File: config.mk
export PLATFORM = sky130hd
export DESIGN_NAME = fifo_flex
export DESIGN_NICKNAME = d
export VERILOG_FILES = /design/src/rtl/fifo_flex_pkg.sv /design/src/rtl/fifo_flex_ptr.sv /design/src/rtl/fifo_flex.sv
export SDC_FILE = /design/constraint.sdc
export NUM_CORES = 1
export LEC_CHECK = 0
export ABC_AREA = 1
export BUFFER_PORTS_ARGS = -buffer_cell sky130_fd_sc_hd__buf_2
export CAP_MARGIN = 10
export CORE_MARGIN = 4
export CORE_UTILIZATION = 53
export DETAILED_ROUTE_END_ITERATION = 12
export PLACE_DENSITY_LB_ADDON = 0.25
export SYNTH_ARGS = -nofsm -noshare
export SYNTH_HDL_FRONTEND = slang
export SYNTH_HIERARCHICAL = 1
export SYNTH_SLANG_ARGS = --single-unit
File: constraint.sdc
create_clock -name clk -period 2.1 [get_ports clk]
set_input_delay 0.42 -clock clk [delete_from_list [all_inputs] [get_ports clk]]
set_output_delay 0.42 -clock clk [all_outputs]
set_load 0.005 [all_outputs]
File: src/rtl/fifo_flex_pkg.sv
// Shared constants and helpers for the fifo_flex FIFO and its pointer sub-module.
package fifo_flex_pkg;

    localparam int FIFO_DEF_DATA_WIDTH = 8;
    localparam int FIFO_DEF_DEPTH      = 7;

    // Occupancy needs to represent 0..depth inclusive.
    function automatic int count_width(input int depth);
        return $clog2(depth + 1);
    endfunction

endpackage

File: src/rtl/fifo_flex_ptr.sv
// Wrapping pointer for fifo_flex: advances on inc and wraps explicitly from DEPTH-1 to 0.
module fifo_flex_ptr #(
    parameter  int DEPTH = 7,
    localparam int PW    = $clog2(DEPTH)
) (
    input  logic          clk,
    input  logic          rst,
    input  logic          inc,
    output logic [PW-1:0] ptr
);

    localparam logic [PW-1:0] LAST = PW'(DEPTH - 1);

    // Explicit wrap keeps non-power-of-2 depths correct.
    always_ff @(posedge clk or posedge rst) begin
        if (rst) begin
            ptr <= '0;
        end else if (inc) begin
            ptr <= (ptr == LAST) ? '0 : ptr + PW'(1);
        end
    end

endmodule

File: src/rtl/fifo_flex.sv
// Single-clock FIFO with arbitrary depth, exact count, almost flags and standard/FWFT read.
// Optional sticky overflow/underflow flags are built when FIFO_FLEX_ERR_FLAGS_EN is defined.
module fifo_flex
    import fifo_flex_pkg::*;
#(
    parameter  int DATA_WIDTH = FIFO_DEF_DATA_WIDTH,
    parameter  int DEPTH      = FIFO_DEF_DEPTH,
    parameter  int AF_THRESH  = DEPTH - 1,
    parameter  int AE_THRESH  = 1,
    parameter  int FWFT       = 0,
    localparam int CW         = count_width(DEPTH),
    localparam int PW         = $clog2(DEPTH)
) (
    input  logic                  clk,
    input  logic                  rst,
    input  logic                  w_en,
    input  logic [DATA_WIDTH-1:0] data_in,
    input  logic                  r_en,
`ifdef FIFO_FLEX_ERR_FLAGS_EN
    input  logic                  err_clr,
    output logic                  overflow,
    output logic                  underflow,
`endif
    output logic [DATA_WIDTH-1:0] data_out,
    output logic                  rd_valid,
    output logic                  full,
    output logic                  empty,
    output logic                  almost_full,
    output logic                  almost_empty,
    output logic [CW-1:0]         count
);

    logic [DATA_WIDTH-1:0] mem [DEPTH];
    logic [PW-1:0]         w_ptr;
    logic [PW-1:0]         r_ptr;
    logic [CW-1:0]         count_reg;
    logic                  wr_acc;
    logic                  rd_acc;

    assign wr_acc = w_en & ~full;
    assign rd_acc = r_en & ~empty;

    // Flags decode the registered count only, so they lag the accepting edge by one cycle.
    assign full         = (count_reg == CW'(DEPTH));
    assign empty        = (count_reg == '0);
    assign almost_full  = (count_reg >= CW'(AF_THRESH));
    assign almost_empty = (count_reg <= CW'(AE_THRESH));
    assign count        = count_reg;

    fifo_flex_ptr #(.DEPTH(DEPTH)) u_w_ptr (.clk(clk), .rst(rst), .inc(wr_acc), .ptr(w_ptr));
    fifo_flex_ptr #(.DEPTH(DEPTH)) u_r_ptr (.clk(clk), .rst(rst), .inc(rd_acc), .ptr(r_ptr));

    always_ff @(posedge clk) begin
        if (wr_acc) begin
            mem[w_ptr] <= data_in;
        end
    end

    always_ff @(posedge clk or posedge rst) begin
        if (rst) begin
            count_reg <= '0;
        end else if (wr_acc != rd_acc) begin
            count_reg <= wr_acc ? count_reg + CW'(1) : count_reg - CW'(1);
        end
    end

    generate
        if (FWFT != 0) begin : g_fwft
            // Head word is always presented; r_en only pops it.
            assign data_out = mem[r_ptr];
            assign rd_valid = ~empty;
        end else begin : g_std
            logic [DATA_WIDTH-1:0] data_out_reg;
            logic                  rd_valid_reg;

            always_ff @(posedge clk or posedge rst) begin
                if (rst) begin
                    data_out_reg <= '0;
                    rd_valid_reg <= 1'b0;
                end else begin
                    rd_valid_reg <= rd_acc;
                    if (rd_acc) begin
                        data_out_reg <= mem[r_ptr];
                    end
                end
            end

            assign data_out = data_out_reg;
            assign rd_valid = rd_valid_reg;
        end
    endgenerate

`ifdef FIFO_FLEX_ERR_FLAGS_EN
    // Sticky error flags; a new error event beats a simultaneous clear.
    always_ff @(posedge clk or posedge rst) begin
        if (rst) begin
            overflow  <= 1'b0;
            underflow <= 1'b0;
        end else begin
            if (w_en & full) begin
                overflow <= 1'b1;
            end else if (err_clr) begin
                overflow <= 1'b0;
            end
            if (r_en & empty) begin
                underflow <= 1'b1;
            end else if (err_clr) begin
                underflow <= 1'b0;
            end
        end
    end
`endif

endmodule

; Word-level counts from Yosys, hierarchy flattened
; Memories as Yosys holds them, arrays and structs flattened. A register that Yosys moved wholly into a read port is not among the register bits.
; Cells that the tools add are included.
[word_totals]
reg_bits = 10
ram_bits = 56
inputBits = 12
output_inout_bits = 16
word_cells = 25
mem_count = 1
[classes]
n_addsub = 4
magnitude_cmp = 2
eq_ne = 4
muxes = 5
n_bitwise = 4
reduce_logical = 1
[memory_table]
columns = memory, words, word_bits, rd, rd_ports_with_merged_regs, wr, line
row1 = mem, 7, 8, 1, 1, 1, fifo_flex.sv:33  ; logic [DATA_WIDTH-1:0] mem [DEPTH];
[ops]
columns = cell, count
row1 = adder 3 x 1 -> 3 bit (second input constant), 3
row2 = == test 3 bit (second input constant), 3
row3 = two-way mux 3 bit, 3
row4 = greater-or-equal comparator 3 bit (second input constant), 1
row5 = <= comparator 3 x 1 -> 1 bit (second input constant), 1
row6 = logical NOT 3 bit, 1
row7 = subtractor 3 x 1 -> 3 bit (second input constant), 1
row8 = bitwise AND 1 bit, 2
row9 = two-way mux 1 bit, 2
row10 = NOT 1 bit, 2
row11 = != test 1 bit, 1

; Longest topological paths before layout
[depth]
ltp_word = 5
mapped_depth = 10
mapped_depth_nobuf = 10

; Modules after synthesis
; The synthesis kept the hierarchy.
[by_module_without_submodules]
columns = module, n_inst, cells_per_inst, area_per_inst_um2, seq_area_each_um2
row1 = fifo_flex, 1, 289, 3016.6, 1981.9
row2 = fifo_flex_ptr, 2, 22, 147.6, 75.1

; Least setup slack after synthesis
; No wires, ideal clock.
[synth_timing]
path_kind = register to register
from = reg count_reg[0], in the netlist count[0]
to = mem mem[0][0] in the netlist's numbering, enable pin
setup_time_ps = 370
t_arrival_ps = 1743
required_time_ps = 1730
slack_ps = -13
path_stages_with_launch = 7
n_path_buf = 0
synth_period_minus_slack_ps = 2113
path_cell_list = dfrtp_1 ha_1 ha_1 nor2_4 inv_2 or2_1 nor2_1
[synth_between]
elab_chain_cells = 5
[synth_lines]
columns = element, line
row1 = start: declaration, fifo_flex.sv:36  ; logic [CW-1:0] count_reg;
row2 = start signal: assignment, fifo_flex.sv:63  ; count_reg <= wr_acc ? count_reg + CW'(1) : count_reg - CW'(1);
row3 = == test 3 bit, fifo_flex.sv:44  ; assign full = (count_reg == CW'(DEPTH));
row4 = net full, fifo_flex.sv:26  ; output logic full,
row5 = NOT 1 bit, fifo_flex.sv:40  ; assign wr_acc = w_en & ~full;
row6 = bitwise AND 1 bit, fifo_flex.sv:40
row7 = net wr_acc, fifo_flex.sv:37  ; logic wr_acc;
row8 = two-way mux 1 bit, fifo_flex.sv:54  ; if (wr_acc) begin
row9 = two-way mux 1 bit (not written as such), fifo_flex.sv:55  ; mem[w_ptr] <= data_in;
row10 = end: declaration, fifo_flex.sv:33
; The timed path passes the listed nets, and every way through them passes these cells.

; Worst setup path in the final report
[layout_timing]
from = reg count_reg[0], in the netlist count[0]
to = mem mem[6][5] in the netlist's numbering, enable pin
[layout_between]
elab_chain_cells = 5
[layout_lines]
columns = element, line
row1 = == test 3 bit, fifo_flex.sv:44
row2 = NOT 1 bit, fifo_flex.sv:40
row3 = bitwise AND 1 bit, fifo_flex.sv:40
row4 = net wr_acc, fifo_flex.sv:37
row5 = two-way mux 1 bit, fifo_flex.sv:54
row6 = two-way mux 1 bit (not written as such), fifo_flex.sv:55
; The timed path passes the listed nets, and every way through them passes these cells.

==> impl_metrics.ini <==
[clock_tree]
clk_pin_slew_ns = 0.07
clockBufferDepth = 2
cts.sinks = 74
cts_root_buffer = clkbuf_8
numCtsBuffers = 9
post_cts_resized = 0
insertion_delay_ns = 0.34
cts_tree = built
h-tree-depth = 3

[place]
place_inst = 434
dp_hpwl_mm = 4.70
gp_congestion = 0.825
port_buffers = 27

[worst_setup_path]
cp_slowest_cell = dfrtp_1
cp.required_ns = 2.15
r2r_end = mem[6][5]
startpoint_type = flop
worstSetupStartpoint = count[0]
path_cells = ha_1 -> ha_1 -> nor2_4 -> inv_2 -> or2_1 -> nor3_2 -> buf_4
path_common_cell = ha_1
max_stage_delay_ns = 0.43
cp_max_fo = 8
r2r_start = count[0]
rr_worst_depth = 7
crit_type = flop to flop
rrSetupSlack_ns = 0.21
cp-end-kind = flop
arrival_ns = 1.94

[finish]
antennaDiodeCount = 0
final_cells = 451
nets = 389
drive_above_1_share = 0.157
fin_util = 0.624
area_growth_syn_to_layout_pct = 12.8
largest_register_ffs = 56
n_fill_cell = 513

[synthesis]
synthCells = 333
syn-num-nets = 351
synth_seq_area_share = 0.644
ys_seq_elements = 74
syn_avg_cell_area_um2 = 9.95
netlist-cell-type-count = 20
syn_area_mm2 = 0.00331
yosysWarnings = 6

[timing]
hold_violations = 0
clock_skew_ns = 0.00696
hold_ws_ns = 0.370
setup_viol = 0
tightest_slew_ns = 0.682
fin_crit_ns = 1.89
fmaxAchievable_mhz = 530
drv_slew = 0
finalCritPeriodShare = 0.898
rsz0062_at_grt = false
slew_headroom = 0.545

[power]
peakVddDrop_mv = 0.648
pwr_density_cell_mw_per_mm2 = 1350
p_total_mw = 5.04
cellLeakagePower_nw = 1.73

[die]
core_mm2 = 0.00599
dieHeight_um = 87.1
die_w_um = 87.1
num_rows = 28
start_util = 0.553
die_area_mm2 = 0.00758
ios = 28

[outcome]
status = completed

[hold_path]
min_from = data_in[7]
hold-path-endpoint = mem[0][7]
hold_class = input pin to flop
worstHoldPathCells = 1

[routing]
drtPass1Iterations = 4
wire_per_inst_um = 14.5
ant_nets = 0
drc = 0
finalWirelength_mm = 6.55
drt_iter0_markers = 185
num_vias = 2221
vias_per_cell = 4.92

[global_route]
grt-ovfl-total = 0
grt_pass1_vias = 2147
grt_pass1_wl_mm = 10.7
antenna_found_initial = 0
grt_use_total = 0.193
grt_max_degree = 25

[run]
max-cap-violations = 0
==> worst max-delay path, delay by kind of cell (launching register included) <==
kind	cells	cell delay (ns)
flops	1	0.43
buf+inv	2	0.23
fa+ha+maj	2	0.44
simple gates	3	0.51
==> area by class of cell <==
cell class | count | area [um^2] | area share
inverter | 57 | 221 | 0.0593
multi-input combinational | 192 | 868 | 0.232
sequential | 74 | 2130 | 0.571
timing repair buffer | 37 | 213 | 0.0569
clock buffer | 9 | 124 | 0.0332
tap | 75 | 93.8 | 0.0251
clock inverter | 7 | 83.8 | 0.0224
==> cell usage in the layout, fill, tap and decap left out <==
master,netlist,routed
inv_4,3,3
clkbuf_8,0,9
inv_2,2,2
clkinvlp_4,0,1
nand2_2,2,2
nor3_2,1,1
xor2_1,1,1
edfxtp_1,56,56
buf_4,1,9
o21ai_0,2,2
ha_1,6,6
dlygate4sd3_1,0,1
clkinv_1,2,5
buf_2,3,27
nand2_1,89,89
inv_1,50,50
nor2_1,41,41
nand3_1,28,28
bufinv_16,0,2
dfrtp_1,18,18
or2_1,1,1
clkinv_2,0,1
nor2_4,2,2
a21oi_1,19,19
==> what timing repair did <==
action / 4_1_cts / 5_1_grt
setup buffers: 0 / 0
hold endpoints to repair: 6 / 0
hold buffers: 1 / 0
==> kinds of logic after synthesis <==
logic type | count (synthesis) | share of synthesized area
and+or+nand+nor | 164 | 0.205
DFF | 74 | 0.644
buffers and inverters | 67 | 0.0941
AOI/OAI and AO/OA | 21 | 0.0317
adders and majority gates | 6 | 0.0227
xor gates and xnor gates | 1 | 0.00264
==> power breakdown <==
part / switching (mW) / internal (mW)
Sequential: 0.272 / 1.91
Combinational: 1.10 / 0.612
Clock: 0.488 / 0.654
Total: 1.86 / 3.18
==> worst max-delay path by stage <==
stage                      endpoint  depth (start not counted)
after floorplan           mem[0][0]                          6
after global routing      mem[6][4]                          7
final                     mem[6][5]                          7
after global placement    mem[6][2]                          7
after CTS                 mem[6][5]                          7
after detailed placement  mem[6][5]                          7
==> per-layer routing <==
| layer | global-route usage | up-vias | routed length [um] |
|---|---|---|---|
| li1 | - | 1127 | - |
| met4 | 0.0963 | 0 | 186 |
| met1 | 0.267 | 1027 | 3040 |
| met2 | 0.293 | 52 | 3000 |
| met3 | 0.0369 | 15 | 322 |
| met5 | 0 | - | 0 |
==> per-stage QoR <==
step	setup TNS, ns	setup slack [ns]	area [um^2]
floorplan	-0.310	-0.0129	3310
global placement	0	0.232	3520
detailed placement	0	0.214	3520
CTS	0	0.211	3740
global route	0	0.127	3740
finish	0	0.213	3740
==> Yosys cell counts <==
cell      number  area share
nand2_1       89        0.10
edfxtp_1      56        0.51
inv_1         50       0.057
nor2_1        41       0.046
nand3_1       28       0.042
a21oi_1       19       0.029
dfrtp_1       18        0.14
buf_6          6       0.020
ha_1           6       0.023
buf_2          3      0.0045
inv_4          3      0.0057
clkinv_1       2      0.0023
inv_2          2      0.0023
nand2_2        2      0.0038
nor2_4         2      0.0068
o21ai_0        2      0.0030
buf_4          1      0.0023
nor3_2         1      0.0030
or2_1          1      0.0019
xor2_1         1      0.0026
No activity file was read; power rests on OpenSTA's default activity.
